$ cat src/rtl/seq_serializer.sv
// -----------------------------------------------------------------------------
// seq_serializer
//   Parallel-to-serial converter. It accepts a WIDTH-bit word through a
//   load/ready handshake and shifts it out one bit per clock cycle, in
//   MSB-first or LSB-first order. When the next word is offered during the
//   final bit of the current word, the stream continues with no gap.
//
// Parameters
//   WIDTH     : parallel word width in bits (2..32)
//   MSB_FIRST : 1 = shift din[WIDTH-1] out first, 0 = shift din[0] out first
//
// Ports
//   clk       : in  - single clock; all state updates on its rising edge
//   reset     : in  - asynchronous reset, active low
//   din       : in  - parallel word, sampled only at the accepting edge
//   load      : in  - word-valid request
//   ready     : out - a load is accepted at the next rising edge
//   out       : out - serial bit stream (0 while idle)
//   out_valid : out - out carries a data bit
//   last      : out - out carries the final bit of the current word
//   dbg_state : out - FSM state for observation (0 = IDLE, 1 = SHIFT)
//
// Handshake: a word transfers at a rising edge where load=1 and ready=1.
//   ready is high in IDLE and during the last bit of a word; load while
//   ready=0 is dropped, never queued. load may go high or low at any time
//   and need not be held.
// -----------------------------------------------------------------------------
module seq_serializer #(
  parameter int WIDTH     = 8,
  parameter bit MSB_FIRST = 1'b1
) (
  input  logic             clk,
  input  logic             reset,
  input  logic [WIDTH-1:0] din,
  input  logic             load,
  output logic             ready,
  output logic             out,
  output logic             out_valid,
  output logic             last,
  output logic             dbg_state
);

  localparam int             CW      = $clog2(WIDTH);
  localparam logic [CW-1:0]  CNT_TOP = CW'(WIDTH - 1);

  typedef enum logic {
    IDLE  = 1'b0,
    SHIFT = 1'b1
  } state_t;

  state_t           state_q, state_d;
  logic [WIDTH-1:0] sr_q, sr_d;
  logic [CW-1:0]    cnt_q, cnt_d;
  logic             accept;

  // State register, shift register and bit counter.
  always_ff @(posedge clk or negedge reset) begin
    if (!reset) begin
      state_q <= IDLE;
      sr_q    <= '0;
      cnt_q   <= '0;
    end else begin
      state_q <= state_d;
      sr_q    <= sr_d;
      cnt_q   <= cnt_d;
    end
  end

  // Next-state logic and outputs.
  always_comb begin
    state_d   = state_q;
    sr_d      = sr_q;
    cnt_d     = cnt_q;
    ready     = 1'b0;
    accept    = 1'b0;
    out       = 1'b0;
    out_valid = 1'b0;
    last      = 1'b0;
    dbg_state = state_q;

    // The last bit cycle doubles as an acceptance slot, which is what makes
    // back-to-back words gapless.
    ready  = (state_q == IDLE) || (cnt_q == '0);
    accept = load && ready;

    if (accept) begin
      sr_d    = din;
      cnt_d   = CNT_TOP;
      state_d = SHIFT;
    end else if (state_q == SHIFT) begin
      if (cnt_q != '0) begin
        if (MSB_FIRST) begin
          sr_d = {sr_q[WIDTH-2:0], 1'b0};
        end else begin
          sr_d = {1'b0, sr_q[WIDTH-1:1]};
        end
        cnt_d = cnt_q - CW'(1);
      end else begin
        // Word finished with nothing queued: clear so no stale bits linger.
        sr_d    = '0;
        state_d = IDLE;
      end
    end

    // Outputs depend on registered state only; load and din never reach them.
    out_valid = (state_q == SHIFT);
    last      = (state_q == SHIFT) && (cnt_q == '0);
    if (state_q == SHIFT) begin
      out = MSB_FIRST ? sr_q[WIDTH-1] : sr_q[0];
    end
  end

endmodule
$ cat config.mk
export PLATFORM = sky130hd
export DESIGN_NAME = seq_serializer
export DESIGN_NICKNAME = d
export VERILOG_FILES = /design/src/rtl/seq_serializer.sv
export SDC_FILE = /design/constraint.sdc
export NUM_CORES = 1
export LEC_CHECK = 0
export ABC_AREA = 1
export CAP_MARGIN = 20
export CORE_MARGIN = 10
export CORE_UTILIZATION = 44
export CTS_BUF_LIST = sky130_fd_sc_hd__clkbuf_2 sky130_fd_sc_hd__clkbuf_4 sky130_fd_sc_hd__clkbuf_8
export DETAILED_ROUTE_END_ITERATION = 16
export PLACE_DENSITY = 0.75
export SKIP_CTS_REPAIR_TIMING = 1
export SYNTH_ARGS = -nofsm -noshare
export SYNTH_HDL_FRONTEND = slang
export SYNTH_SLANG_ARGS = --single-unit
$ cat constraint.sdc
create_clock -name clk -period 1.2 [get_ports clk]
set_input_delay 0.24 -clock clk [delete_from_list [all_inputs] [get_ports clk]]
set_output_delay 0.24 -clock clk [all_outputs]
set_load 0.01 [all_outputs]
After elaboration in Yosys (flattened, before gate mapping):

Index checks and enable logic that the tools add are counted.

* input port bits: 11
* register bits: 12
* logic and storage cells: 23
* output and inout bits: 5

* muxes and demuxes: 10
* bitwise logic cells: 1
* add/subtract/negate cells: 1
* reductions and logical operators: 8

Operators with widths (count)
* $mux 8: 3
* $mux 3: 3
* $mux 1: 4
* $reduce_bool 2->1: 2
* $logic_not 3->1: 1
* $reduce_bool 3->1: 1
* $sub 3x1->3 const B: 1
* $logic_and 1x1->1: 2
* $reduce_and 2->1: 1
* $logic_or 1x1->1: 1
* $not 1->1: 1

Depth between registers and ports, before layout:

* depth after elaboration: 5
* gate-level depth with buffers: 9
* mapped depth without buffers: 9

Worst setup path before layout:

Ideal clock, no wire load.

* path type: reg2reg
* start: register cnt_q[0]
* end: register sr_q[1]
* clock period less this slack: 1.345 ns
* required time: 1.083 ns
* setup time: 0.117 ns
* data arrival time: 1.228 ns
* path buffers: 0
* cell stages (with the launch flop): 10
* path slack: -0.145 ns
* cells stage by stage: dfrtp_1 inv_1 ha_1 ha_1 inv_2 nand2_4 nand2_2 nand2_1 nand3_1 nand2_1

* cells in the longest elaborated chain, start to end: 4
* elaborated cells between the ends (all ways): 8
* those cells by class: mux (3); reduce/logical (5)

Ends and longest elaborated chain
* start: declaration: line 53 `logic [CW-1:0] cnt_q, cnt_d;`
* start signal: assignment: line 65 `cnt_q <= cnt_d;`
* $logic_not 3->1 (*): line 83 `ready = (state_q == IDLE) || (cnt_q == '0);`
* $logic_or 1x1->1 (*): line 83
* net ready: line 36 `output logic ready,`
* $logic_and 1x1->1 (*): line 84 `accept = load && ready;`
* $mux 8 / $reduce_bool 2->1 (equally long branches)
* end signal: assignment: line 64 `sr_q <= sr_d;`
* end: declaration: line 52 `logic [WIDTH-1:0] sr_q, sr_d;`

The timed path passes the listed nets; every way through them passes the cells marked *. The select of a mux whose other input is x is not followed.
A chain may end at the register's enable or synchronous reset.

Worst setup path in the final report:

* start: register cnt_q[1]
* end: output port ready

* cells in the longest elaborated chain, start to end: 2

Ends and longest elaborated chain (line)
* $logic_not 3->1: 83
* $logic_or 1x1->1: 83
* end: declaration: 36

Every way passes these cells.

==> key figures <==
Clocking
  – H-tree level count: 1
  – CTS Root Buffer Type: clkbuf_4
  – CTS Buf Count: 3
  – Clock Path Buffers: 2
  – Clock Sinks: 12
  – Skew-Pair Late Insertion Delay: 0.27 ns
  – Reg clk slew, reported paths: 0.07 ns
  – CTS tree: done

Finish
  – Fillcell total: 113
  – Finished Layout Cells: 132
  – Fin util: 71.55%
  – Synth-to-layout area growth: 48.46%
  – # diodes: 0
  – Layout cells sized above 1: 28.21%
  – Nets: between 100 and 150

Yosys
  – Ys Warns: 0
  – Yosys cell types: 12
  – Synth Register Bits: 12
  – Cell area after synthesis: 650.6 um2
  – Syn Nets: 102
  – Mean post-synth cell area: between 7 and 8 um2
  – Post-synthesis sequential area ratio: 46.15%
  – Cell count after synthesis: 89

Placement
  – Gp weighted congestion: 0.8742
  – Final HPWL DP: roughly 1100 um
  – PortBufs: 15
  – Placed cells: 125

Job
  – # Max-Cap Violations: 0

Floorplan
  – Core Area: 1350 um2
  – Starting Density: 48.19%
  – Std cell rows: 13
  – Die Wd: 58.46 um
  – Die H: 58.46 um
  – Die Area: between 3000 and 4000 um2
  – Top Ports: 16

Critical path
  – Most Frequent Cell on Critical Path: ha_4
  – CP endpoint kind: output port
  – Startpoint types: flip-flop
  – Crit-path cells: inv_2, ha_4, ha_4, clkinv_4, nand2_8, buf_6
  – Number of buffer and inverter stages on the critical path: 3
  – CP Class: reg -> out
  – CP max stage cell: dfrtp_1
  – Top delay family on crit path: flip-flops
  – CP max FO: 2
  – Worst path arrival time: 1.22 ns
  – Crit-path max cell delay: 0.39 ns
  – Worst path required time: between 0.9 and 1 ns

Detailed routing
  – DR WL/cell: 11.70 um
  – Residual DRC: 0
  – Detailed-route wire length: 1544 um
  – DRT iter0 DRCs: 10
  – Detail Route Antenna Nets: 0
  – Via/cell ratio: 4.697
  – Via Count: between 600 and 700
  – Initial DRT Pass Iterations: 4

Global routing
  – Total grt overflow: 0
  – Initial antenna violation count: 0
  – Vias in the first global route: 597
  – Total GRT Usage: 9.983%
  – Largest net degree at the start of global routing: 13
  – Wire length of the first global-routing pass: 2642 um

STA
  – Final Worst Setup Slack: -0.2617 ns
  – Tmin final: 1.462 ns
  – Worst Tran Pin Value: around 0.15 ns
  – Min Hold Slack: 0.2550 ns
  – Final-report setup violation count: 14
  – Max-slew violation count: 0
  – Final Hold Fails: 0
  – Max Freq: 0.6841 GHz
  – Slew HR: 89.67%
  – Worst setup skew after layout: 0.005725 ns
  – Fin crit share: 121.8%
  – RSZ-0062 raised after global routing: true

Pwr
  – Post-layout power: 2031 uW
  – Pwr Density: 2103 nW/um2
  – VDD IR max: 1.291 mV
  – Total leakage power: 0.0005419 uW

Status
  – Status: finished with violations
  – Failing checks: setup timing

Hold path
  – Worst Hold Class: in -> async
==> cells in the final DEF (no fill, tap or decap) <==
| cell | instances |
|---|---|
| nand2_1 | 34 |
| nand3_1 | 13 |
| inv_1 | 11 |
| o21ai_1 | 3 |
| nand2_2 | 2 |
| buf_4 | 12 |
| nand2_4 | 1 |
| inv_2 | 6 |
| dfrtp_1 | 11 |
| buf_6 | 2 |
| dlymetal6s2s_1 | 2 |
| clkinv_4 | 1 |
| ha_4 | 2 |
| clkbuf_4 | 3 |
| nor2_2 | 1 |
| dfrtp_2 | 1 |
| clkbuf_2 | 1 |
| nand2_8 | 1 |
| clkdlybuf4s50_1 | 10 |
==> stage by stage <==
stage          setup WS [ns]  cell area, um2  TNS (ns)
2_1_floorplan       -0.02111           696.9   -0.1373
3_3_place_gp         -0.3844           907.1    -2.961
3_5_place_dp         -0.4305           907.1    -3.425
4_1_cts              -0.7269           929.6    -5.089
5_1_grt              -0.3261           965.9    -3.682
6_report             -0.2617           965.9    -2.387
==> final timing paths <==
| check | slack, ns | depth (start not counted) | end | start |
|---|---|---|---|---|
| max in group asynchronous | 0.77 | 2 | dbg_state | reset |
| worst min-delay path | 0.25 | 2 | sr_q[5] | reset |
| worst min register to register | 0.48 | 2 | sr_q[4] | sr_q[4] |
| min in group clk | 0.48 | 2 | sr_q[4] | sr_q[4] |
| worst max-delay path | -0.26 | 6 | ready | cnt_q[1] |
| worst max register to register | -0.20 | 9 | cnt_q[2] | cnt_q[1] |
==> logic make-up after synthesis <==
| family | count (synthesis) | synth area share (%) |
|---|---|---|
| and+or+nand+nor | 52 | 34.42 |
| buffers and inverters | 20 | 13.27 |
| DFF | 12 | 46.15 |
| AOI/OAI and AO/OA | 3 | 2.307 |
| adders and majority gates | 2 | 3.846 |
==> power breakdown <==
part	total, uW	switching (uW)	leakage, uW	internal [uW]
Clock	245	128	0.0000138	116
Combinational	1130	570	0.000380	558
Sequential	658	89.0	0.000148	569
==> sequential cells by signal, indices dropped and copies added (netlist names) <==
signal and flops:
cnt_q 3, dbg_state 1, sr_q 8
==> layout make-up <==
class,instances,area [um2],area share [%]
Multi-Input combinational cell,57,307.8,31.87
Inverter,18,72.57,7.513
Timing Repair Buffer,27,242.7,25.13
Sequential cell,12,301.5,31.22
Clock buffer,3,22.52,2.332
Tap cell,15,18.77,1.943
==> layer usage <==
layer,vias to the layer above,wire (um),track usage (%)
met4,0,47,7.047
li1,329,-,-
met2,18,710,15.48
met5,-,0,0
met3,6,168,4.292
met1,267,617,10.64
==> synthesized netlist by cell type <==
library cell,instances,area [um2]
nand2_2,1,6.260
buf_6,1,11.26
nand3_1,13,65.06
buf_4,1,7.510
inv_1,14,52.55
dfrtp_1,12,300.3
o21ai_1,3,15.01
nor2_2,1,6.260
nand2_4,1,11.26
nand2_1,36,135.1
inv_2,4,15.01
ha_1,2,25.02
No activity file was read; power rests on OpenSTA's default activity.
